File: src/rtl/uart_rx_deserializer_if.sv
// Serial receive bundle: line and enable in, byte plus status flags out.
interface uart_rx_deserializer_if;
  logic       rx_en;
  logic       rx;
  logic [7:0] data_out;
  logic       data_ready;
  logic       parity_error;
  logic       stop_error;
  logic       busy;

  modport master (
    output rx_en, rx,
    input  data_out, data_ready, parity_error, stop_error, busy
  );
  modport slave (
    input  rx_en, rx,
    output data_out, data_ready, parity_error, stop_error, busy
  );
endinterface

File: src/rtl/uart_rx_deserializer.sv
// UART receive deserializer: oversampled 8N1/8E1/8O1 framing with
// mid-bit sampling, parity/stop error flags and a one-cycle ready strobe.
module uart_rx_deserializer #(
  parameter int CLKS_PER_BIT = 16,
  parameter int PARITY_EN    = 1,
  parameter int PARITY_ODD   = 0
) (
  input logic                   clk,
  input logic                   reset,
  uart_rx_deserializer_if.slave bus
);
  localparam int       CW    = $clog2(CLKS_PER_BIT);
  localparam bit       PEN   = (PARITY_EN != 0);
  localparam logic     PODD  = (PARITY_ODD != 0);
  localparam [CW-1:0]  HALF  = CW'(CLKS_PER_BIT / 2 - 1);
  localparam [CW-1:0]  LAST  = CW'(CLKS_PER_BIT - 1);

  typedef enum logic [2:0] {IDLE, START, DATA, PARITY, STOP} state_t;

  state_t        state, state_n;
  logic [CW-1:0] cnt, cnt_n;
  logic [2:0]    idx, idx_n;
  logic [7:0]    shreg, shreg_n;
  logic          perr, perr_n;
  logic [7:0]    dout, dout_n;
  logic          rdy, rdy_n;
  logic          pe, pe_n;
  logic          se, se_n;
  logic          rx_meta, rx_s, rx_s_d;

  always_ff @(posedge clk) begin
    if (reset) begin
      state   <= IDLE;
      cnt     <= '0;
      idx     <= '0;
      shreg   <= '0;
      perr    <= 1'b0;
      dout    <= '0;
      rdy     <= 1'b0;
      pe      <= 1'b0;
      se      <= 1'b0;
      rx_meta <= 1'b1;
      rx_s    <= 1'b1;
      rx_s_d  <= 1'b1;
    end else begin
      state   <= state_n;
      cnt     <= cnt_n;
      idx     <= idx_n;
      shreg   <= shreg_n;
      perr    <= perr_n;
      dout    <= dout_n;
      rdy     <= rdy_n;
      pe      <= pe_n;
      se      <= se_n;
      rx_meta <= bus.rx;
      rx_s    <= rx_meta;
      rx_s_d  <= rx_s;
    end
  end

  always_comb begin
    state_n = state;
    cnt_n   = cnt;
    idx_n   = idx;
    shreg_n = shreg;
    perr_n  = perr;
    dout_n  = dout;
    rdy_n   = 1'b0;
    pe_n    = pe;
    se_n    = se;
    if (state != IDLE && !bus.rx_en) begin
      state_n = IDLE;
      cnt_n   = '0;
      idx_n   = '0;
    end else begin
      case (state)
        IDLE: if (bus.rx_en && rx_s_d && !rx_s) begin
          state_n = START;
          cnt_n   = '0;
        end
        // Half-bit check rejects glitches and aligns later samples to mid-bit.
        START: if (cnt == HALF) begin
          cnt_n = '0;
          if (rx_s) state_n = IDLE;
          else begin
            state_n = DATA;
            idx_n   = '0;
            perr_n  = 1'b0;
          end
        end else cnt_n = cnt + 1'b1;
        DATA: if (cnt == LAST) begin
          cnt_n   = '0;
          shreg_n = {rx_s, shreg[7:1]};
          idx_n   = idx + 3'd1;
          if (idx == 3'd7) state_n = PEN ? PARITY : STOP;
        end else cnt_n = cnt + 1'b1;
        PARITY: if (cnt == LAST) begin
          cnt_n   = '0;
          perr_n  = (^shreg) ^ rx_s ^ PODD;
          state_n = STOP;
        end else cnt_n = cnt + 1'b1;
        // Leaving at mid stop bit leaves time to catch a back-to-back start.
        STOP: if (cnt == LAST) begin
          cnt_n   = '0;
          dout_n  = shreg;
          pe_n    = PEN & perr;
          se_n    = ~rx_s;
          rdy_n   = 1'b1;
          state_n = IDLE;
        end else cnt_n = cnt + 1'b1;
        default: state_n = IDLE;
      endcase
    end
  end

  assign bus.data_out     = dout;
  assign bus.data_ready   = rdy;
  assign bus.parity_error = pe;
  assign bus.stop_error   = se;
  assign bus.busy         = (state != IDLE);
endmodule
File: src/flat_wrapper.sv
// flat-port wrapper written by rule: the top's interface ports become plain ports
module uart_rx_deserializer_flat 
#(
  parameter int CLKS_PER_BIT = 16,
  parameter int PARITY_EN    = 1,
  parameter int PARITY_ODD   = 0
)
  (clk, reset, bus_rx_en, bus_rx, bus_data_out, bus_data_ready, bus_parity_error, bus_stop_error, bus_busy);
  uart_rx_deserializer_if bus_i ();
  input logic clk;
  input logic reset;
  input wire logic [$bits(bus_i.rx_en)-1:0] bus_rx_en;
  input wire logic [$bits(bus_i.rx)-1:0] bus_rx;
  output wire logic [$bits(bus_i.data_out)-1:0] bus_data_out;
  output wire logic [$bits(bus_i.data_ready)-1:0] bus_data_ready;
  output wire logic [$bits(bus_i.parity_error)-1:0] bus_parity_error;
  output wire logic [$bits(bus_i.stop_error)-1:0] bus_stop_error;
  output wire logic [$bits(bus_i.busy)-1:0] bus_busy;
  assign bus_i.rx_en = bus_rx_en;
  assign bus_i.rx = bus_rx;
  assign bus_data_out = bus_i.data_out;
  assign bus_data_ready = bus_i.data_ready;
  assign bus_parity_error = bus_i.parity_error;
  assign bus_stop_error = bus_i.stop_error;
  assign bus_busy = bus_i.busy;
  uart_rx_deserializer #(.CLKS_PER_BIT(CLKS_PER_BIT), .PARITY_EN(PARITY_EN), .PARITY_ODD(PARITY_ODD)) u_core (.clk(clk), .reset(reset), .bus(bus_i));
endmodule
File: config.mk
export PLATFORM = sky130hd
export DESIGN_NAME = uart_rx_deserializer_flat
export DESIGN_NICKNAME = d
export VERILOG_FILES = /design/src/rtl/uart_rx_deserializer_if.sv /design/src/rtl/uart_rx_deserializer.sv /design/src/flat_wrapper.sv
export SDC_FILE = /design/constraint.sdc
export NUM_CORES = 1
export LEC_CHECK = 0
export ABC_AREA = 1
export CAP_MARGIN = 10
export CORE_ASPECT_RATIO = 1.1
export CORE_MARGIN = 8
export CORE_UTILIZATION = 46
export CTS_BUF_LIST = sky130_fd_sc_hd__clkbuf_4 sky130_fd_sc_hd__clkbuf_8 sky130_fd_sc_hd__clkbuf_16
export CTS_CLUSTER_SIZE = 25
export DETAILED_ROUTE_END_ITERATION = 16
export PLACE_DENSITY = 0.66
export SETUP_SLACK_MARGIN = 0.02
export SLEW_MARGIN = 20
export SYNTH_ARGS = -nofsm -noshare
export SYNTH_HDL_FRONTEND = slang
export SYNTH_SLANG_ARGS = --single-unit
File: constraint.sdc
create_clock -name clk -period 1.5 [get_ports clk]
set_input_delay 0.225 -clock clk [delete_from_list [all_inputs] [get_ports clk]]
set_output_delay 0.225 -clock clk [all_outputs]
set_load 0.05 [all_outputs]
-- Yosys cells after proc, flatten, opt, wreduce, memory -nomap -nowiden
Index checks and enable logic that the tools add are counted.
- add/sub/neg operators: 2
- eq/ne operators: 14
- mux-type cells: 21
- bitwise logic cells: 4
- reduce and logical (&&, ||, !) cells: 20
- operators by type and width (operator ; number):
    3-bit 2-to-1 mux ; 9
    3-bit one-hot mux with 5 select lines ; 1
    4-bit 2-to-1 mux ; 3
    2-bit by 1-bit inequality test with 1-bit output, second input constant ; 6
    4-bit one-hot mux with 3 select lines ; 1
    8-bit parity ; 1
    3-bit by 2-bit equality test with 1-bit output, second input constant ; 2
    3-bit equality test, second input constant ; 2
    3-bit one-hot mux with 2 select lines ; 1
    3-bit AND reduction ; 2
    6-bit AND reduction ; 1
    3-bit nonzero test ; 2
    3-bit OR reduction ; 2
    5-bit AND reduction ; 1
    4-bit by 1-bit adder with 4-bit output, second input constant ; 1
    4-bit by 3-bit equality test with 1-bit output, second input constant ; 1
    4-bit equality test, second input constant ; 1
    1-bit 2-to-1 mux ; 4
    4-bit AND reduction ; 1
    2-bit nonzero test ; 2
    3-bit by 1-bit adder with 3-bit output, second input constant ; 1
    3-bit by 1-bit equality test with 1-bit output, second input constant ; 1
    1-bit logical AND ; 3
    3-bit zero test ; 1
    8 further kinds ; 11
- register bits after elaboration: 33
- bits of input ports: 4
- output and inout port bits: 12
- logic and storage cells: 73

-- Depth between registers and ports, before layout
Gate-level depths: netlist (run 1).
- depth in word-level cells: 4
- mapped depth: 10
- gate-level depth less buffers: 9

-- Worst setup path before layout (run 1)
No wires, ideal clock.
- kind: register -> register
- start: reg u_core.state[2]
- end: reg u_core.state[2]
- library setup time: 0.116 ns
- arrival time: 1.289 ns
- required time: 1.384 ns
- slack: 0.096 ns
- cell stages (with the launch flop): 9
- buffers on the path: 0
- clock period less this slack: 1.404 ns
- cells stage by stage: dfxtp_1 nor2_2 nand2_2 a31oi_2 nor2_1 nand3_2 clkinv_1 nor2_1 nor2_1
- longest elaborated chain between the ends: 3
- elaborated cells on any way between the ends: 16
- classes of those cells: eq/ne (10); mux (1); reduce/logical (5)
- ends and longest elaborated chain (element ; RTL line ; RTL):
    start, declared ; uart_rx_deserializer.sv:20 ; state_t state, state_n;
    start signal, assigned ; uart_rx_deserializer.sv:46 ; state <= state_n;
    3-bit nonzero test ; - ;
    net bus_busy ; flat_wrapper.sv:18 ; output wire logic [$bits(bus_i.busy)-1:0] bus_busy;
    1-bit logical AND ; uart_rx_deserializer.sv:71 ; if (state != IDLE && !bus.rx_en) begin
    2-bit OR reduction (no line) ; - ;
The timed path passes the listed nets, and every way through them passes these cells.
A chain may end at the register's enable or synchronous reset.

-- Final worst setup path (run 1)
- start: reg u_core.state[2]
- end: out bus_busy
- longest elaborated chain between the ends: 1
- ends and longest elaborated chain (element ; RTL line ; RTL):
    3-bit nonzero test ; uart_rx_deserializer.sv:120 ; assign bus.busy = (state != IDLE);
    end, declared ; flat_wrapper.sv:18 ;
No other way between the ends.

==> flow_summary.rst, run 1 <==
.. list-table::
   :header-rows: 1

   * - Metric
     - Value
   * - Die Width
     - 74.4 µm
   * - Mean instance size in the synthesized netlist
     - 7.20 µm²
   * - Inserted Diodes
     - 0
   * - Crit path launch type
     - flip-flop
   * - Layout cells sized above 1
     - 0.279
   * - Clock slew seen by the registers of the worst setup and hold paths
     - 0.06 ns
   * - Worst clock skew
     - 0.00661 ns
   * - Share of the core filled with cells in the final layout
     - 0.602
   * - Net count, final
     - 282
   * - Post-synthesis cell count
     - 240
   * - Global-route wire length before repair
     - 6.51 mm
   * - Number of warning messages in the yosys log
     - 0
   * - Max Freq
     - roughly 0.71 GHz
   * - Actual slew at the worst max-slew pin
     - 0.435 ns
   * - DRC violation count after routing
     - 0
   * - Worst-case reg-to-reg path depth
     - 9
   * - Outcome
     - completed
   * - Routed len/inst
     - 11.0 µm
   * - Hold_ws
     - 0.412 ns
   * - Final hold violations
     - 0
   * - Vias in the first global route
     - 1526
   * - Worst min-delay path category
     - reg2reg
   * - Family of cells with the greatest summed delay on the critical path
     - flip-flops
   * - Number of failing setup endpoints in the final timing report
     - 0
   * - Adder and majority gate portion of the synthesized area
     - 0.0217
   * - Critical path buffer and inverter count
     - 2
   * - Crit path arrival time
     - 1.18 ns
   * - Sinks on the clock net
     - 33
   * - Die height
     - 80.3 µm
   * - Initial antenna violation count
     - 0
   * - Total number of vias
     - 1551
   * - H-tree levels
     - 2
   * - Number of detailed-routing iterations run before antenna repair
     - 4
   * - Number of maximum-capacitance violations
     - 0
   * - Crit-path cells
     - nor2_2 > nand2_2 > buf_4 > buf_12
   * - Combinational family with the most area after synthesis
     - simple AND/OR/NAND/NOR gates
   * - Crit Reg-Reg Startpoint
     - u_core.cnt[1]
   * - Final min period
     - 1.41 ns
   * - Worst ir drop on vdd
     - around 1.5 mV
   * - Maximum cell stage delay along the critical path
     - between 0.3 and 0.4 ns
   * - Root buffer cell
     - sky130_fd_sc_hd__clkbuf_8
   * - Leak Pwr
     - a little over 1 nW
   * - Total wire length after detailed routing
     - 3.60 mm
   * - Leading cell types in the layout, fill and taps excluded
     - 46 x sky130_fd_sc_hd__nand2_1, 33 x sky130_fd_sc_hd__buf_4, 32 x sky130_fd_sc_hd__inv_1
   * - Pins over their slew limit
     - 0
   * - Signed area change from the synthesized netlist to the final layout
     - 26.4%
   * - Ratio of total power to cell area
     - 1350 nW/µm²
   * - Multiplexer share of the synthesized area
     - 0
   * - Slowest CP cell
     - sky130_fd_sc_hd__dfxtp_2
   * - Capturing element type of the critical path
     - output port
   * - Number of port buffers
     - 15
   * - Overall Global Routing Usage
     - 0.141
   * - Capturing point of the worst reg2reg path
     - u_core.state[2]
   * - Relative slew margins
     - 0.707
   * - Largest driver fanout on the critical path
     - 6
   * - Worst R2R Setup Slack
     - roughly 0.10 ns
   * - Area of the die
     - around 6000 µm²
   * - Post-synthesis share of cell area spent on and, or, nand and nor gates
     - 0.259
   * - Count of state elements after synthesis
     - 33
   * - Post-route fraction of the period consumed by the critical path
     - 0.938
   * - Post-synthesis instance area
     - 1730 µm²
   * - Maximum number of pins on one net before global-route repair
     - 17
   * - Source of the worst hold timing path
     - u_core.rx_meta
   * - Starting density of the core
     - 0.477
   * - Detailed placement HPWL
     - 2.72 mm
   * - Required time worst endpoint
     - 1.27 ns
   * - TritonCTS clock tree
     - yes
   * - Number of buffers added by the clock tree synthesis step
     - 5
   * - Proportion of synthesized chip area in sequential cells
     - 0.382
   * - Number of DRC markers in iteration 0
     - between 80 and 90
   * - Distinct cell type count of the synthesized netlist
     - 32
   * - Worst-case hold path end point
     - u_core.rx_s
   * - Number of nets in the synthesized netlist
     - between 200 and 250
   * - Skew-Pair Late Insertion Delay
     - 0.29 ns
   * - Core box area
     - 3630 µm²
   * - Routed Antenna Nets
     - 0
   * - Compound-cell area share of the yosys netlist
     - 0.182
   * - XOR/XNOR share of the synthesized area
     - 0.0355
   * - Most common cell after layout, fill and taps aside
     - sky130_fd_sc_hd__nand2_1
   * - Row Count
     - 23
   * - Overflow left after global routing
     - 0
   * - Type of the setup path with the least slack
     - reg2out
   * - Maximum buffer depth of the clock tree
     - 2
   * - Boundary pin count
     - 16
   * - Final weighted congestion in routability-driven placement
     - 0.865
   * - Depth of the worst hold-timing path
     - 1
   * - DR vias/cell
     - between 4 and 5
## synthesized netlist by cell type (all sizes together)
cell,instances,area [µm²]
a31oi,1,12.5
nor2,25,123
xnor2,3,26.3
a21oi,24,124
o21ai,29,149
dfxtp,33,661
nor3,2,21.3
xor2,4,35.0
o21bai,2,15.0
clkinv,1,3.75
nand3,10,82.6
nand2,51,209
inv,39,146
or2,2,12.5
buf,8,51.3
a22oi,2,15.0
ha,3,37.5
clkbuf,1,3.75
## through the flow
| stage | power [mW] | setup slack [ns] | instance area (µm²) | TNS, ns | cells |
|---|---|---|---|---|---|
| after floorplan | 1.74 | 0.0956 | 1730 | 0 | 240 |
| after global placement | 2.09 | 0.00314 | 2000 | 0 | 314 |
| after detailed placement | 2.10 | -0.0227 | 2000 | -0.0557 | 314 |
| after CTS | 2.86 | 0.00350 | 2110 | 0 | 322 |
| after global routing | 3.18 | -0.00715 | 2180 | -0.0103 | 326 |
| final | 2.94 | 0.0926 | 2180 | 0 | 326 |
## worst max path at each step
stage | from | to | slack (ns) | depth (start not counted)
2_1_floorplan | u_core.state[2] | u_core.state[2] | 0.1 | 8
3_3_place_gp | bus_rx_en | u_core.shreg[1] | 0.003 | 7
3_5_place_dp | bus_rx_en | u_core.bus.data_out[3] | -0.02 | 7
4_1_cts | u_core.cnt[0] | u_core.state[2] | 0.004 | 9
5_1_grt | u_core.cnt[1] | u_core.state[2] | -0.007 | 9
6_report | u_core.state[2] | bus_busy | 0.09 | 4
## registers in the layout, summed over array words and instances, names as in the netlist, 3 cells and up
| name | count |
|---|---|
| u_core.bus.data_out | 8 |
| u_core.shreg | 8 |
| u_core.cnt | 4 |
| u_core.idx | 3 |
| u_core.state | 3 |
## routing by layer
| layer | global-route usage | up-vias | share of wire | wire length (µm) |
|---|---|---|---|---|
| met4 | 0.0804 | 0 | 0.036 | 131 |
| met2 | 0.230 | 24 | 0.48 | 1710 |
| li1 | - | 829 | - | - |
| met3 | 0.0486 | 11 | 0.036 | 129 |
| met1 | 0.153 | 687 | 0.45 | 1630 |
| met5 | 0 | - | 0 | 0 |
## power breakdown
part           internal (mW)  leakage (nW)  switching (mW)
Clock                  0.415        0.0542           0.324
Sequential             0.946         0.269          0.0848
Combinational          0.479         0.692           0.696
Total                   1.84          1.02            1.10
## cell families (layout without fill, tap and decap cells)
family / Yosys count / in the layout
XOR/XNOR: 7 / 7
AO/OA/AOI/OAI: 58 / 58
buffers and inverters: 49 / 85
adder cells (fa/ha/maj): 3 / 3
flip-flops: 33 / 33
AND/OR/NAND/NOR: 90 / 90
## timing repair
| item | in CTS | in global routing |
|---|---|---|
| hold buffers | 0 | 0 |
| setup buffers | 0 | 4 |
| endpoints found under the setup margin | 4 | 21 |
| gates resized for setup | 2 | 18 |
| pin swaps | 0 | 5 |
| hold endpoints to repair | 0 | 0 |
## cell type report
type | count | area (µm²)
inverters | 40 | 150
repair buffers | 37 | 298
well taps | 50 | 62.6
clock inverters | 1 | 5.00
multi-input cells | 158 | 905
flip-flops and latches | 33 | 667
fillers | 369 | 1440
clock buffers | 7 | 96.3
(Power assumes the default switching activity.)
==> inputs of run 2 (changes only) <==
--- a/config.mk
+++ b/config.mk
@@ -8,7 +8,7 @@
 export ABC_AREA = 1
 export CAP_MARGIN = 10
 export CORE_ASPECT_RATIO = 1.1
-export CORE_MARGIN = 8
+export CORE_MARGIN = 2
 export CORE_UTILIZATION = 46
 export CTS_BUF_LIST = sky130_fd_sc_hd__clkbuf_4 sky130_fd_sc_hd__clkbuf_8 sky130_fd_sc_hd__clkbuf_16
 export CTS_CLUSTER_SIZE = 25
==> flow_summary.rst, run 2 (synthesis results as in run 1) <==
.. list-table::
   :header-rows: 1

   * - Metric
     - Value
   * - Routed Antenna Nets
     - 0 (unchanged)
   * - Overall Global Routing Usage
     - 0.180 (was 0.141)
   * - Slowest CP cell
     - sky130_fd_sc_hd__dfxtp_2 (unchanged)
   * - TritonCTS clock tree
     - yes (unchanged)
   * - Critical path launch point
     - u_core.state[2] (unchanged)
   * - Hold_ws
     - 0.425 ns (was 0.412 ns)
   * - Unrepaired setup endpoints after global routing
     - yes
   * - Area of the die
     - 4260 µm² (was 5980 µm²)
   * - Post-route fraction of the period consumed by the critical path
     - 0.944 (was 0.938)
   * - Type of the setup path with the least slack
     - reg2out (unchanged)
   * - Worst min-delay path category
     - reg2reg (unchanged)
   * - Crit path launch type
     - flip-flop (unchanged)
   * - Sum of negative setup slack
     - 0 ns (unchanged)
   * - Initial antenna violation count
     - 0 (unchanged)
   * - DR vias/cell
     - 4.71 (was 4.76)
   * - Sinks on the clock net
     - 33 (unchanged)
   * - Detailed placement HPWL
     - 2.67 mm (was 2.72 mm)
   * - Number of port buffers
     - 15 (unchanged)
   * - Row Count
     - 23 (unchanged)
   * - Smallest setup slack after layout
     - 0.0833 ns (was 0.0926 ns)
   * - Source of the worst hold timing path
     - u_core.rx_meta (unchanged)
   * - Number of maximum-capacitance violations
     - 0 (unchanged)
   * - Starting density of the core
     - 0.477 (unchanged)
   * - Final min period
     - 1.42 ns (was 1.41 ns)
   * - Depth of the worst hold-timing path
     - 1 (unchanged)
   * - Maximum cell stage delay along the critical path
     - 0.36 ns (about the same)
   * - Maximum buffer depth of the clock tree
     - 2 (unchanged)
   * - Met3 Use GR
     - 0.0477 (was 0.0486)
   * - Net count, final
     - 282 (unchanged)
   * - Worst-case hold path end point
     - u_core.rx_s (unchanged)
   * - Die height
     - 68.3 µm (was 80.3 µm)
   * - Final non-filler cell total
     - 326 (unchanged)
   * - Overflow left after global routing
     - 0 (unchanged)
   * - DRC violation count after routing
     - 0 (unchanged)
   * - Hold buffers post-CTS
     - 0 (unchanged)
   * - H-tree levels
     - 2 (unchanged)
   * - Total wire length after detailed routing
     - 3.49 mm (was 3.60 mm)
   * - Root buffer cell
     - sky130_fd_sc_hd__clkbuf_8 (unchanged)
   * - Inserted Diodes
     - 0 (unchanged)
   * - Number of buffers added by the clock tree synthesis step
     - 5 (unchanged)
   * - Relative slew margins
     - 0.723 (was 0.707)
   * - Highest-utilization routing layer at the global route stage
     - met2 (unchanged)
   * - Crit Reg-Reg Startpoint
     - u_core.cnt[1] (unchanged)
   * - Final weighted congestion in routability-driven placement
     - 0.871 (was 0.865)
   * - Max Freq
     - 0.706 GHz (was 0.711 GHz)
   * - M2 GR Usage
     - 0.329 (was 0.230)
   * - Crit-path cells
     - nor2_2 > nand2_2 > buf_4 > buf_12 (unchanged)
   * - Boundary pin count
     - 16 (unchanged)
   * - Crit path arrival time
     - 1.19 ns (was 1.18 ns)
   * - Signed area change from the synthesized netlist to the final layout
     - 27.5% (was 26.4%)
   * - Worst R2R Setup Slack
     - 0.09 ns (was 0.10 ns)
   * - Capturing point of the worst reg2reg path
     - u_core.idx[1] (was u_core.state[2])
   * - Share of the core filled with cells in the final layout
     - 0.608 (was 0.602)
   * - Core box area
     - 3630 µm² (unchanged)
   * - Family of cells with the greatest summed delay on the critical path
     - flip-flops (unchanged)
   * - Worst-case reg-to-reg path depth
     - 8 (was 9)
   * - Capturing element type of the critical path
     - output port (unchanged)
   * - Worst clock skew
     - 0.00476 ns (was 0.00661 ns)
   * - Worst-case setup slack after placement
     - -0.0255 ns (was -0.0227 ns)
   * - Number of failing setup endpoints in the final timing report
     - 0 (unchanged)
   * - Number of detailed-routing iterations run before antenna repair
     - 4 (unchanged)
   * - Maximum number of pins on one net before global-route repair
     - 17 (unchanged)
   * - Global Route met1 Usage
     - 0.202 (was 0.153)
   * - Ratio of total power to cell area
     - 1380 nW/µm² (was 1350 nW/µm²)
   * - Die Width
     - 62.4 µm (was 74.4 µm)
   * - Actual slew at the worst max-slew pin
     - 0.411 ns (was 0.435 ns)
   * - Final hold violations
     - 0 (unchanged)
   * - Vias in the first global route
     - 1418 (was 1526)
   * - Outcome
     - completed (unchanged)
   * - Required time worst endpoint
     - 1.27 ns (about the same)
   * - Total number of vias
     - 1535 (was 1551)
   * - Global-route wire length before repair
     - 5.99 mm (was 6.51 mm)
   * - # placed instances
     - 317 (was 314)
   * - Routed len/inst
     - 10.7 µm (was 11.0 µm)
   * - Critical path buffer and inverter count
     - 2 (unchanged)
   * - Largest driver fanout on the critical path
     - 6 (unchanged)
   * - Leading cell types in the layout, fill and taps excluded
     - 46 x sky130_fd_sc_hd__nand2_1, 33 x sky130_fd_sc_hd__inv_1, 33 x sky130_fd_sc_hd__buf_4 (was 46 x sky130_fd_sc_hd__nand2_1, 33 x sky130_fd_sc_hd__buf_4, 32 x sky130_fd_sc_hd__inv_1)
   * - Number of DRC markers in iteration 0
     - 65 (was 86)
   * - Layout cells sized above 1
     - 0.279 (unchanged)
   * - Worst ir drop on vdd
     - 0.928 mV (was 1.52 mV)
   * - Pins over their slew limit
     - 0 (unchanged)
   * - Leak Pwr
     - 1.03 nW (was 1.02 nW)
   * - Skew-Pair Late Insertion Delay
     - 0.28 ns (was 0.29 ns)
   * - Most common cell after layout, fill and taps aside
     - sky130_fd_sc_hd__nand2_1 (unchanged)
   * - Clock slew seen by the registers of the worst setup and hold paths
     - 0.06 ns (about the same)
run 2: cell type report:
class,count,area [µm²]
sequential,33,666
clock inverter,1,30.0
timing repair buffer,37,298
fill,366,1420
tap,50,62.6
multi-input combinational,158,905
clock buffer,7,90.1
inverter,40,153
run 2: worst max path at each step:
stage | slack, ns | cells after the start | end
2_1_floorplan | 0.1 | 8 | u_core.state[2]
3_3_place_gp | 0.01 | 7 | u_core.state[2]
3_5_place_dp | -0.03 | 7 | u_core.bus.parity_error
4_1_cts | 0.007 | 8 | u_core.idx[1]
5_1_grt | -0.01 | 9 | u_core.state[0]
6_report | 0.08 | 4 | bus_busy
run 2: stage by stage:
| stage | area (µm²) | power [mW] |
|---|---|---|
| floorplan | 1730 | 1.74 |
| global placement | 2030 | 2.11 |
| detailed placement | 2030 | 2.11 |
| CTS | 2150 | 3.01 |
| global route | 2200 | 3.21 |
| finish | 2200 | 3.03 |
run 2: layer usage:
layer	up-vias	wire [µm]
li1	830	-
met1	678	1590
met2	19	1740
met3	8	87
met4	0	72
met5	-	0
run 2: report_power, final:
part,internal [mW],total (mW),switching (mW)
clock,0.560,0.878,0.319
sequential,0.943,1.02,0.0821
combinational,0.450,1.13,0.681
total,1.95,3.03,1.08
run 2: repair_timing:
item,CTS,global route
resized for setup,2,20
hold endpoints to repair,0,0
buffers inserted,0,1
cloned,0,0
pin swaps,0,4
endpoints found under the setup margin,6,24
run 2: worst register-to-register path: stages, from the launching register on:
cell and delay [ns]:
sky130_fd_sc_hd__dfxtp_2 0.35, sky130_fd_sc_hd__ha_4 0.16, sky130_fd_sc_hd__nand2_4 0.08, sky130_fd_sc_hd__nor2_8 0.17, sky130_fd_sc_hd__inv_4 0.07, sky130_fd_sc_hd__a21oi_2 0.17, sky130_fd_sc_hd__nand2_2 0.10, sky130_fd_sc_hd__a22oi_2 0.16
sky130_fd_sc_hd__nor2_1 0.06
==> inputs of run 3 (changes only) <==
--- a/config.mk
+++ b/config.mk
@@ -5,7 +5,7 @@
 export SDC_FILE = /design/constraint.sdc
 export NUM_CORES = 1
 export LEC_CHECK = 0
-export ABC_AREA = 1
+export ABC_AREA = 0
 export CAP_MARGIN = 10
 export CORE_ASPECT_RATIO = 1.1
 export CORE_MARGIN = 2
@@ -13,9 +13,8 @@
 export CTS_BUF_LIST = sky130_fd_sc_hd__clkbuf_4 sky130_fd_sc_hd__clkbuf_8 sky130_fd_sc_hd__clkbuf_16
 export CTS_CLUSTER_SIZE = 25
 export DETAILED_ROUTE_END_ITERATION = 16
-export PLACE_DENSITY = 0.66
+export PLACE_DENSITY = 0.67
 export SETUP_SLACK_MARGIN = 0.02
-export SLEW_MARGIN = 20
 export SYNTH_ARGS = -nofsm -noshare
 export SYNTH_HDL_FRONTEND = slang
 export SYNTH_SLANG_ARGS = --single-unit
==> flow_summary.rst, run 3 <==
.. list-table::
   :header-rows: 1

   * - Metric
     - Value
   * - Crit path arrival time
     - 1.30 ns (was 1.19 ns)
   * - Final hold violations
     - 0 (unchanged)
   * - Skew-Pair Late Insertion Delay
     - 0.32 ns (was 0.28 ns)
   * - Number of detailed-routing iterations run before antenna repair
     - 4 (unchanged)
   * - Mean instance size in the synthesized netlist
     - 8.81 µm² (was 7.20 µm²)
   * - Max Freq
     - 0.657 GHz (was 0.706 GHz)
   * - DR vias/cell
     - 5.50 (was 4.71)
   * - Number of nets in the synthesized netlist
     - 181 (was 247)
   * - Worst min-delay path category
     - reg2reg (unchanged)
   * - Leak Pwr
     - 0.828 nW (was 1.03 nW)
   * - Root buffer cell
     - sky130_fd_sc_hd__clkbuf_4 (was sky130_fd_sc_hd__clkbuf_8)
   * - Routed metal-1 wire length
     - 1.72 mm (was 1.59 mm)
   * - Signed area change from the synthesized netlist to the final layout
     - 30.0% (was 27.5%)
   * - Required time worst endpoint
     - 1.27 ns (about the same)
   * - DRC violation count after routing
     - 0 (unchanged)
   * - Proportion of register bits with asynchronous set or reset after synthesis
     - 0 (unchanged)
   * - TritonCTS clock tree
     - yes (unchanged)
   * - Final min period
     - 1.52 ns (was 1.42 ns)
   * - Flop pwr share
     - 0.606 (was 0.338)
   * - Total wire length after detailed routing
     - 3.46 mm (was 3.49 mm)
   * - Boundary pin count
     - 16 (unchanged)
   * - Outcome
     - complete, but fails checks (was completed)
   * - Portion of synthesized cell area occupied by the leading cell type
     - 0.431 (was 0.382)
   * - Post-route fraction of the period consumed by the critical path
     - 1.01 (was 0.944)
   * - Number of failing setup endpoints in the final timing report
     - 2 (was 0)
   * - Clock slew seen by the registers of the worst setup and hold paths
     - 0.10 ns (was 0.06 ns)
   * - Sinks on the clock net
     - 33 (unchanged)
   * - Actual slew at the worst max-slew pin
     - 0.286 ns (was 0.411 ns)
   * - Switching power total
     - 0.339 mW (was 1.08 mW)
   * - Die Width
     - 59.0 µm (was 62.4 µm)
   * - Detailed placement HPWL
     - 2.47 mm (was 2.67 mm)
   * - Starting density of the core
     - 0.494 (was 0.477)
   * - Wire length on met2
     - 1.53 mm (was 1.74 mm)
   * - Layout cells sized above 1
     - 0.344 (was 0.279)
   * - Depth of the worst hold-timing path
     - 1 (unchanged)
   * - Post-synthesis cell count
     - 174 (was 240)
   * - Final design instance area without fill
     - 1990 µm² (was 2200 µm²)
   * - Overall Global Routing Usage
     - 0.199 (was 0.180)
   * - Highest signal layer in the routed design
     - met4 (unchanged)
   * - Initial antenna violation count
     - 0 (unchanged)
   * - Routed len/inst
     - 14.1 µm (was 10.7 µm)
   * - Type of the setup path with the least slack
     - reg2out (unchanged)
   * - Leading cell types in the layout, fill and taps excluded
     - 34 x sky130_fd_sc_hd__buf_4, 25 x sky130_fd_sc_hd__nand2_1, 24 x sky130_fd_sc_hd__dfxtp_1 (was 46 x sky130_fd_sc_hd__nand2_1, 33 x sky130_fd_sc_hd__inv_1, 33 x sky130_fd_sc_hd__buf_4)
   * - Inserted Diodes
     - 0 (unchanged)
   * - Final weighted congestion in routability-driven placement
     - 0.833 (was 0.871)
   * - Distinct cell type count of the synthesized netlist
     - 41 (was 32)
   * - Share of power burned in combinational logic
     - 0.060 (was 0.373)
   * - Capturing element type of the critical path
     - output port (unchanged)
   * - Relative slew margins
     - 0.809 (was 0.723)
   * - Total number of vias
     - 1352 (was 1535)
   * - Unrepaired setup endpoints after global routing
     - yes (unchanged)
   * - Placed cell areas
     - 1820 µm² (was 2030 µm²)
   * - Dominant cell by count in the synthesized netlist
     - sky130_fd_sc_hd__dfxtp_1 (was sky130_fd_sc_hd__nand2_1)
   * - Number of DRC markers in iteration 0
     - 77 (was 65)
   * - Violations in the final reports
     - negative setup slack
   * - Number of maximum-capacitance violations
     - 0 (unchanged)
   * - Pins over their slew limit
     - 0 (unchanged)
   * - Synth area leaders
     - sky130_fd_sc_hd__dfxtp_1 43%, sky130_fd_sc_hd__nand2_1 6.1%, sky130_fd_sc_hd__mux2i_1 5.9% (was sky130_fd_sc_hd__dfxtp_1 38%, sky130_fd_sc_hd__nand2_1 10%, sky130_fd_sc_hd__o21ai_0 7.2%)
   * - Ys flop type
     - sky130_fd_sc_hd__dfxtp_1 (unchanged)
   * - Maximum number of pins on one net before global-route repair
     - 15 (was 17)
   * - Hold buffers post-CTS
     - 0 (unchanged)
   * - Net Sw Frac
     - 0.233 (was 0.356)
   * - Vias in the first global route
     - 1290 (was 1418)
   * - Detailed route wirelength on metal3
     - 152 µm (was 87 µm)
   * - Post-synthesis instance area
     - 1530 µm² (was 1730 µm²)
   * - Largest driver fanout on the critical path
     - 5 (was 6)
   * - Number of buffers added by the clock tree synthesis step
     - 5 (unchanged)
   * - Ratio of total power to cell area
     - 732 nW/µm² (was 1380 nW/µm²)
   * - Smallest setup slack after layout
     - -0.0224 ns (was 0.0833 ns)
   * - Die height
     - 64.5 µm (was 68.3 µm)
   * - Routed Antenna Nets
     - 0 (unchanged)
   * - EDFF count, synth
     - 0 (unchanged)
   * - Worst ir drop on vdd
     - 0.593 mV (was 0.928 mV)
   * - Net count, final
     - 218 (was 282)
   * - Portion of total power attributed to the clock network
     - 0.334 (was 0.289)
   * - Hold_ws
     - 0.416 ns (was 0.425 ns)
   * - Overflow left after global routing
     - 0 (unchanged)
   * - Row Count
     - 21 (was 23)
   * - Crit path launch type
     - flip-flop (unchanged)
   * - Proportion of synthesized chip area in sequential cells
     - 0.431 (was 0.382)
   * - H-tree levels
     - 2 (unchanged)
   * - Number of warning messages in the yosys log
     - 0 (unchanged)
   * - Area of the die
     - 3810 µm² (was 4260 µm²)
   * - Most used standard cells in the synthesized netlist
     - 33 x sky130_fd_sc_hd__dfxtp_1, 25 x sky130_fd_sc_hd__nand2_1, 17 x sky130_fd_sc_hd__nor2_1 (was 46 x sky130_fd_sc_hd__nand2_1, 33 x sky130_fd_sc_hd__dfxtp_1, 33 x sky130_fd_sc_hd__inv_1)
   * - Worst-case reg-to-reg path depth
     - 4 (was 8)
   * - Count of state elements after synthesis
     - 33 (unchanged)
   * - Global-route wire length before repair
     - 5.82 mm (was 5.99 mm)
   * - Maximum buffer depth of the clock tree
     - 2 (unchanged)
   * - Core box area
     - 3100 µm² (was 3630 µm²)
   * - Number of port buffers
     - 15 (unchanged)
   * - Internal power contribution
     - 1.12 mW (was 1.95 mW)
   * - Most common cell after layout, fill and taps aside
     - sky130_fd_sc_hd__buf_4 (was sky130_fd_sc_hd__nand2_1)
   * - Library cell with the largest summed area after synthesis
     - sky130_fd_sc_hd__dfxtp_1 (unchanged)
   * - Worst clock skew
     - 0.00788 ns (was 0.00476 ns)
==> run 3: cell count changes in the layout (fill, tap and decap cells not counted), sizes merged, moves of 4 or more <==
cell	previous run	this run
a21oi	24	15
nand2	51	25
o21ai	29	4
buf	34	38
inv	39	4
nor2	25	18
mux2i	0	9
nand3	10	5
==> run 3: worst max-delay path, stage by stage, from the launching register on <==
cell and delay (ns):
sky130_fd_sc_hd__dfxtp_2 0.35, sky130_fd_sc_hd__buf_4 0.16, sky130_fd_sc_hd__nor3_4 0.23, sky130_fd_sc_hd__inv_2 0.09, sky130_fd_sc_hd__buf_12 0.15
==> run 3: repair_timing <==
item,CTS,global route
resized for setup,7,20
setup buffers,3,3
pin swaps,2,5
endpoints found under the setup margin,18,25
gates cloned,0,0
==> run 3: cell type report <==
class	count	area [µm²]
Clock inverter	2	10.0
Clock buffer	6	45.0
Inverter	4	15.0
Multi-Input combinational cell	125	850
Fill cell	254	1110
Sequential cell	33	677
Tap cell	34	42.5
Timing Repair Buffer	42	353
==> run 3: worst paths after layout <==
kind,startpoint,endpoint,slack [ns]
worst max-delay path,u_core.state[1],bus_busy,-0.02
worst min-delay path,u_core.rx_meta,u_core.rx_s,0.42
worst max register to register,u_core.rx_s,u_core.idx[2],-0.01
worst min register to register,u_core.rx_meta,u_core.rx_s,0.42
==> run 3: power groups by stage <==
stage / clock network [mW] / logic, mW / registers (mW)
after floorplan: 0 / 0.0393 / 0.905
after global placement: 0 / 0.0728 / 0.906
after detailed placement: 0 / 0.0738 / 0.906
after CTS: 0.500 / 0.0784 / 0.885
after global routing: 0.534 / 0.0936 / 0.884
final: 0.487 / 0.0875 / 0.883
==> run 3: cells by family after synthesis <==
kind of cell	Yosys count	share of synthesized area
buf+inv	16	0.0522
compound gates	33	0.140
mux	10	0.0661
simple gates	71	0.232
xor+xnor	8	0.0547
fa+ha+maj	3	0.0245
flops	33	0.431
==> run 3: metal layers <==
layer / global-route usage / vias to the layer above
li1: - / 678
met1: 0.276 / 633
met2: 0.294 / 35
met3: 0.0479 / 6
met4: 0.0795 / 0
met5: 0 / -
==> run 3: stage by stage <==
stage / power, mW / setup TNS, ns / worst slack (ns) / instances / utilization
2_1_floorplan: 0.944 / 0 / 0.0229 / 174 / -
3_3_place_gp: 0.979 / -0.0577 / -0.0237 / 233 / 0.588
3_5_place_dp: 0.979 / -0.803 / -0.0697 / 233 / 0.588
4_1_cts: 1.46 / 0 / 0.0138 / 243 / 0.619
5_1_grt: 1.51 / -0.269 / -0.105 / 246 / 0.642
6_report: 1.46 / -0.0330 / -0.0224 / 246 / 0.642
